### config.mk
export PLATFORM = sky130hd
export DESIGN_NAME = pipe_stall_ctrl
export DESIGN_NICKNAME = d
export VERILOG_FILES = /design/src/rtl/pipe_stall_ctrl.sv
export SDC_FILE = /design/constraint.sdc
export NUM_CORES = 1
export LEC_CHECK = 0
export ABC_CLOCK_PERIOD_IN_PS = 1750
export BUFFER_PORTS_ARGS = -buffer_cell sky130_fd_sc_hd__clkbuf_2
export CORE_MARGIN = 3
export CORE_UTILIZATION = 40
export CTS_BUF_LIST = sky130_fd_sc_hd__clkbuf_4
export DETAILED_ROUTE_END_ITERATION = 10
export GPL_ROUTABILITY_DRIVEN = 0
export HOLD_SLACK_MARGIN = 0.02
export PLACE_DENSITY = 0.77
export SETUP_SLACK_MARGIN = 0.02
export SLEW_MARGIN = 10
export SYNTH_ARGS = -nofsm -noshare
export SYNTH_HDL_FRONTEND = slang
export SYNTH_SLANG_ARGS = --single-unit
### constraint.sdc
create_clock -name clk -period 1.75 [get_ports clk]
set_clock_uncertainty 0.05 [all_clocks]
set_input_delay 0.175 -clock clk [delete_from_list [all_inputs] [get_ports clk]]
set_output_delay 0.175 -clock clk [all_outputs]
set_load 0.005 [all_outputs]
### src/rtl/pipe_stall_ctrl.sv
// Pipeline sequencing controller for the 5-stage MIPS core: freezes on data-memory wait,
// inserts load-use bubbles, flushes IF/ID on taken branches and counts stall cycles.
module pipe_stall_ctrl #(
    parameter int TIMEOUT = 16,
    parameter int CNT_W   = 16
) (
    input  logic             clk,
    input  logic             rst,
    input  logic             ex_mem_mem_read,
    input  logic             ex_mem_mem_write,
    input  logic             dmem_ack,
    input  logic             id_ex_mem_read,
    input  logic [4:0]       id_ex_rt,
    input  logic [4:0]       if_id_rs,
    input  logic [4:0]       if_id_rt,
    input  logic             branch_taken,
    output logic             dmem_req,
    output logic             pc_write,
    output logic             if_id_write,
    output logic             id_ex_write,
    output logic             ex_mem_write,
    output logic             if_id_flush,
    output logic             id_ex_flush,
    output logic             mem_wb_bubble,
    output logic             mem_err,
    output logic             mem_err_sticky,
    output logic [CNT_W-1:0] stall_cnt
);

    typedef enum logic [1:0] {RUN, WAIT, ERR} state_t;

    localparam logic [15:0]      REQ_LAST = 16'(TIMEOUT - 1);
    localparam logic [CNT_W-1:0] CNT_MAX  = {CNT_W{1'b1}};
    localparam logic [CNT_W-1:0] CNT_ONE  = {{(CNT_W-1){1'b0}}, 1'b1};

    state_t      state, state_nxt;
    logic [15:0] req_cnt, req_cnt_nxt;
    logic        mem_op, hazard, freeze, lu_stall, err_cycle, req_raw, stall_evt;

    assign mem_op = ex_mem_mem_read | ex_mem_mem_write;
    assign hazard = id_ex_mem_read && (id_ex_rt != 5'd0) &&
                    ((id_ex_rt == if_id_rs) || (id_ex_rt == if_id_rt));

    // NOTE: every signal written here gets a default first, so no path leaves one unassigned (no latch).
    always_comb begin
        state_nxt   = state;
        req_cnt_nxt = req_cnt;
        req_raw     = 1'b0;
        freeze      = 1'b0;
        err_cycle   = 1'b0;
        case (state)
            RUN: begin
                req_raw = mem_op;
                if (mem_op && !dmem_ack) begin
                    freeze      = 1'b1;
                    state_nxt   = WAIT;
                    req_cnt_nxt = 16'd1;
                end
            end
            WAIT: begin
                req_raw = 1'b1;
                if (dmem_ack) begin
                    // An ack on the final request cycle beats the timeout.
                    state_nxt   = RUN;
                    req_cnt_nxt = 16'd0;
                end else begin
                    freeze = mem_op;
                    if (req_cnt == REQ_LAST) begin
                        state_nxt = ERR;
                    end else begin
                        req_cnt_nxt = req_cnt + 16'd1;
                    end
                end
            end
            ERR: begin
                err_cycle   = 1'b1;
                state_nxt   = RUN;
                req_cnt_nxt = 16'd0;
            end
            default: begin
                state_nxt   = RUN;
                req_cnt_nxt = 16'd0;
            end
        endcase
    end

    assign lu_stall  = hazard && !freeze;
    assign stall_evt = rst && (freeze || lu_stall);

    // Outputs are held at their idle values while reset is low, regardless of inputs.
    always_comb begin
        dmem_req      = 1'b0;
        mem_err       = 1'b0;
        pc_write      = 1'b1;
        if_id_write   = 1'b1;
        id_ex_write   = 1'b1;
        ex_mem_write  = 1'b1;
        if_id_flush   = 1'b0;
        id_ex_flush   = 1'b0;
        mem_wb_bubble = 1'b0;
        if (rst) begin
            dmem_req = req_raw;
            mem_err  = err_cycle;
            if (freeze) begin
                pc_write      = 1'b0;
                if_id_write   = 1'b0;
                id_ex_write   = 1'b0;
                ex_mem_write  = 1'b0;
                mem_wb_bubble = 1'b1;
            end else begin
                // An abandoned access retires as a bubble so its load result is dropped.
                mem_wb_bubble = err_cycle;
                if (lu_stall) begin
                    pc_write    = 1'b0;
                    if_id_write = 1'b0;
                    id_ex_flush = 1'b1;
                end else if (branch_taken) begin
                    if_id_flush = 1'b1;
                end
            end
        end
    end

    // NOTE: state registers use non-blocking assignments so all flops update together at the edge.
    always_ff @(posedge clk or negedge rst) begin
        if (!rst) begin
            state          <= RUN;
            req_cnt        <= 16'd0;
            mem_err_sticky <= 1'b0;
            stall_cnt      <= '0;
        end else begin
            state   <= state_nxt;
            req_cnt <= req_cnt_nxt;
            if (err_cycle) begin
                mem_err_sticky <= 1'b1;
            end
            if (stall_evt && (stall_cnt != CNT_MAX)) begin
                stall_cnt <= stall_cnt + CNT_ONE;
            end
        end
    end

endmodule

After elaboration in Yosys (flattened, before gate mapping)
Cells that the tools add are included.
{ "totals": {"ff_bits": 35, "inputBits": 22, "output_inout_bits": 26, "elab_cells": 59} }
{ "classes": {"n_addsub": 2, "eq_ne": 9, "muxes": 29, "bitwise": 1, "reduce_logical": 14} }
{ "op_table": {"columns": ["cell", "count"], "rows": [
  ["16-bit 2-to-1 mux", 3],
  ["16-bit by 1-bit adder with 16-bit output (second input constant)", 2],
  ["16-bit one-hot mux with 2 select lines", 1],
  ["1-bit 2-to-1 mux", 19],
  ["16-bit by 4-bit == test with 1-bit output (second input constant)", 1],
  ["16-bit inequality test (second input constant)", 1],
  ["5-bit == test", 2],
  ["1-bit logical AND", 6],
  ["2-bit 2-to-1 mux", 3],
  ["3-bit inequality test (second input constant)", 2],
  ["5-bit nonzero test", 1],
  ["1-bit one-hot mux with 2 select lines", 2],
  ["2-bit one-hot mux with 2 select lines", 1],
  ["2-bit AND reduction", 2],
  ["2-bit by 1-bit == test with 1-bit output (second input constant)", 1],
  ["2-bit == test (second input constant)", 1],
  ["1-bit logical NOT", 2],
  ["2-bit logical NOT", 1],
  ["1-bit logical OR", 2],
  ["2-bit inequality test (second input constant)", 1],
  ["1-bit bitwise OR", 1]
]} }

Logic depth before layout (Yosys ltp)
{ "depth": {"word_depth": 9, "mapped_depth": 8, "ltp_nobuf": 7} }

Worst setup path after synthesis
OpenSTA, ideal clock, no wires.
{ "synth_timing": {"kind": "reg-to-reg", "startpoint": "reg req_cnt[0]", "endpoint": "reg req_cnt[9]", "setup_time_ns": 0.132, "arrival_time_ns": 1.642, "required_time_ns": 1.568, "slack_ns": -0.074, "stages_incl_launch_ff": 8, "n_path_buf": 0, "period_less_slack_ns": 1.824, "cell_sequence": "dfrtp_1 -> ha_1 -> and3_1 -> and4_1 -> a211oi_2 -> nand4_1 -> xor2_1 -> nor2_1"} }
{ "synth_between": {"elab_chain_cells": 4, "elab_cells_between_ends": 7, "classes_between": "add/sub: 1; eq/ne: 2; mux: 3; reduce/logical: 1"} }
{ "synth_lines": {"columns": ["item", "line_no", "rtl"], "rows": [
  ["start, declared", "37", "logic [15:0] req_cnt, req_cnt_nxt;"],
  ["start signal, assigned", "133", "req_cnt <= req_cnt_nxt;"],
  ["16-bit by 1-bit adder with 16-bit output", "71", "req_cnt_nxt = req_cnt + 16'd1;"],
  ["16-bit 2-to-1 mux", "68", "if (req_cnt == REQ_LAST) begin"],
  ["16-bit 2-to-1 mux", "62", "if (dmem_ack) begin"],
  ["16-bit one-hot mux with 2 select lines", "51", "case (state)"]
]} }
Parallel ways exist; a longest one is shown, timed or not. The select of a mux whose other input is x is not followed.
A chain may end at the register's enable or synchronous reset.

Final worst setup path
{ "layout_timing": {"startpoint": "reg req_cnt[7]", "endpoint": "reg req_cnt[14]"} }
Same word-level chain as after synthesis.

==> metrics.cfg <==
[routing]
wl_um=5842
wl_per_cell_um=15.25
viasPerCell=5.313
vias=2035
drc=0
drt-pass1-iter-count=4
dr.first_iter.drc_count=105
final_antenna_net_count=0

[setup_path]
worstSetupPathType=reg2reg
worstPathArrival_ns=1.98
critPathLaunchType=flip-flop
cp_num_buf_inv=1
cpPeakStageDelay_ns=0.42
worstPathRequired_ns=1.95
reg2reg_from=req_cnt[7]
cp_common_cell=nor4_2
startpoint=req_cnt[7]
reg2reg_to=req_cnt[14]
end_kind=flip-flop
regToRegSetupSlack_ns=-0.03
r2r_cells=7
critPathSlowestCell=dfrtp_1
crit_chain=nor4_2 -> buf_4 -> nand4_1 -> o21ai_4 -> nor4_2 -> xnor2_1 -> nor2_1
critPathTopFamily=simple AND/OR/NAND/NOR gates
cp_max_fo=5

[finish]
final_cells=383
syn_to_final_growth_pct=52.37
n_antenna_cell=0
layout.nets=339
final_cell_mix=54 x buf_4, 45 x clkbuf_2, 34 x dfrtp_1, 23 x nor2_1, 16 x xnor2_1
drive_above_1_share_pct=49.68
layout_commonest_cell=buf_4

[synth]
synth_edf_count=0
muxShareOfSynthArea_pct=1.108
synth_seq_area_share_pct=43.08
synth_area_leaders=dfrtp_1 43%, xnor2_1 7.8%, xor2_1 6.5%
synth_top_family_by_area=simple AND/OR/NAND/NOR gates
synthesis.area_um2=2033
async_flop_share_pct=100.0
ys.flop_type=dfrtp_1
ys_ff_latch=35
synth_top_area_share_pct=43.08
netlist_instances=205
syn_avg_cell_area_um2=9.918
synth_compound_area_share_pct=11.38
synth-xor-area-share_pct=14.22
synth_fa_ha_area_share_pct=1.231
ys_types=42
syn_nets=229
ys_warn_count=0
synth_simple_gate_area_share_pct=26.46
yosys.area.top_type=dfrtp_1

[outcome]
status=finished, violations left
violations=setup timing

[clocking]
clock_sinks=35
cts_buffer_depth=2
path_clk_slew_ns=0.11
cts_made_buffers=5
clock_latency_ns=0.35
htreeDepth=2
clockRootBuffer=clkbuf_4
cts_tree=done

[global_routing]
grt_pass1_wl_um=9321
antenna_found_initial=0
overflow=0
grt_pass1_vias=1971
gr-usage-all-layers_pct=19.68
grt_max_degree=36

[timing]
rsz0062_at_grt=yes
post-route-period-util_pct=101.8
fin_tns_setup_ns=-0.1285
relSlewSlack_pct=66.62
maxSlewViolCount=0
setup_ws_ns=-0.03204
setup-violations-final=8
fmax_mhz=561.2
hold_violations=0
finalCriticalPeriod_ns=1.782
tightest_slew_ns=0.4955

[placement]
io_buffers=47
placedCellCount=360
dpl.hpwl_um=3843

[floorplan]
rows=25
die_w_um=77.30
fp.coreArea_um2=4817
ios=48
fp.dieArea_um2=5975
chipHeight_um=77.30
floorplan.initialDensity_pct=42.21

[worst_hold_path]
min_path_cells=2
hold_class=in2reg
hp-start=dmem_ack
hold_path_end=state[0]

[power]
cellPowerDensity_nw_per_um2=752.8
design_power_total_w=0.002332
peakVddDrop_mv=0.7791
power.leakage_nw=1.468

[run]
maxCapViolations=0

cell type report:
class	instances	area [µm²]
Timing Repair Buffer	109	762.0
Sequential cell	35	877.1
Multi-Input combinational cell	161	1259
Fill cell	397	1719
Clock inverter	2	60.06
Tap cell	67	83.83
Inverter	3	11.26
Clock buffer	6	45.04
through the flow:
stage	utilization (%)	cell area, µm²	hold WS (ns)	worst slack, ns
after floorplan	-	2051	-0.1706	0.02132
after global placement	55.95	2695	0.1334	-0.03316
after detailed placement	55.95	2695	0.1316	-0.04567
after CTS	61.97	2985	0.03684	-0.03023
after global routing	64.31	3098	0.1014	-0.1712
final	64.31	3098	0.09816	-0.03204
cells in the mapped netlist, types with 2 or more instances:
master and n:
a211oi_2 2, a21oi_1 4, a31oi_1 2, and3_1 8, and4_1 2, buf_2 2
buf_4 2, dfrtp_1 35, ha_1 2, inv_1 3, mux2_2 2, nand2_1 16
nand2b_1 2, nand3_1 13, nand4_1 7, nand4_2 3, nand4bb_1 2, nor2_1 24
nor3_1 7, nor3_2 2, nor4_1 5, o21ai_0 7, o21ai_2 2, o21ai_4 2
xnor2_1 18, xor2_1 15
flip-flops by register name, indices dropped and copies added, names as in the netlist:
| signal | cells |
|---|---|
| mem_err_sticky | 1 |
| req_cnt | 16 |
| stall_cnt | 16 |
| state | 2 |
kinds of logic (layout without fill, tap and decap cells):
group                    count (synthesis)  after routing
buffers and inverters                    9            120
AND/OR/NAND/NOR                         96             96
adder cells (fa/ha/maj)                  2              2
AO/OA/AOI/OAI                           28             28
flip-flops                              35             35
XOR/XNOR                                33             33
multiplexers                             2              2
where the power goes:
group	internal, W	switching [W]	leakage (nW)	total (W)
clock	0.000461	0.000289	0.0559	0.000750
combinational	0.000339	0.000315	0.940	0.000654
sequential	0.000877	0.0000511	0.473	0.000928
total	0.00168	0.000654	1.47	0.00233
how the worst max path moves through the flow:
stage	endpoint	slack, ns	cells past startpoint
detailed placement	stall_cnt[1]	-0.05	7
floorplan	stall_cnt[14]	0.02	5
global placement	stall_cnt[1]	-0.03	7
finish	req_cnt[14]	-0.03	7
global route	req_cnt[14]	-0.17	7
CTS	req_cnt[14]	-0.03	7
per-layer routing:
layer | wire [µm] | up-vias | GRT usage (%)
met5 | 0 | - | 0
li1 | - | 964 | -
met3 | 278 | 13 | 3.991
met2 | 3045 | 67 | 33.51
met4 | 104 | 0 | 7.651
met1 | 2413 | 991 | 24.37
timing repair:
| item | 4_1_cts | 5_1_grt |
|---|---|---|
| hold buffers | 2 | 0 |
| endpoints found under the hold margin | 35 | 0 |
| endpoints found under the setup margin | 13 | 24 |
| setup buffers | 7 | 8 |
| gates resized for setup | 18 | 18 |
| pin swaps | 12 | 23 |
Note: power is estimated with default switching activity, not from simulation.
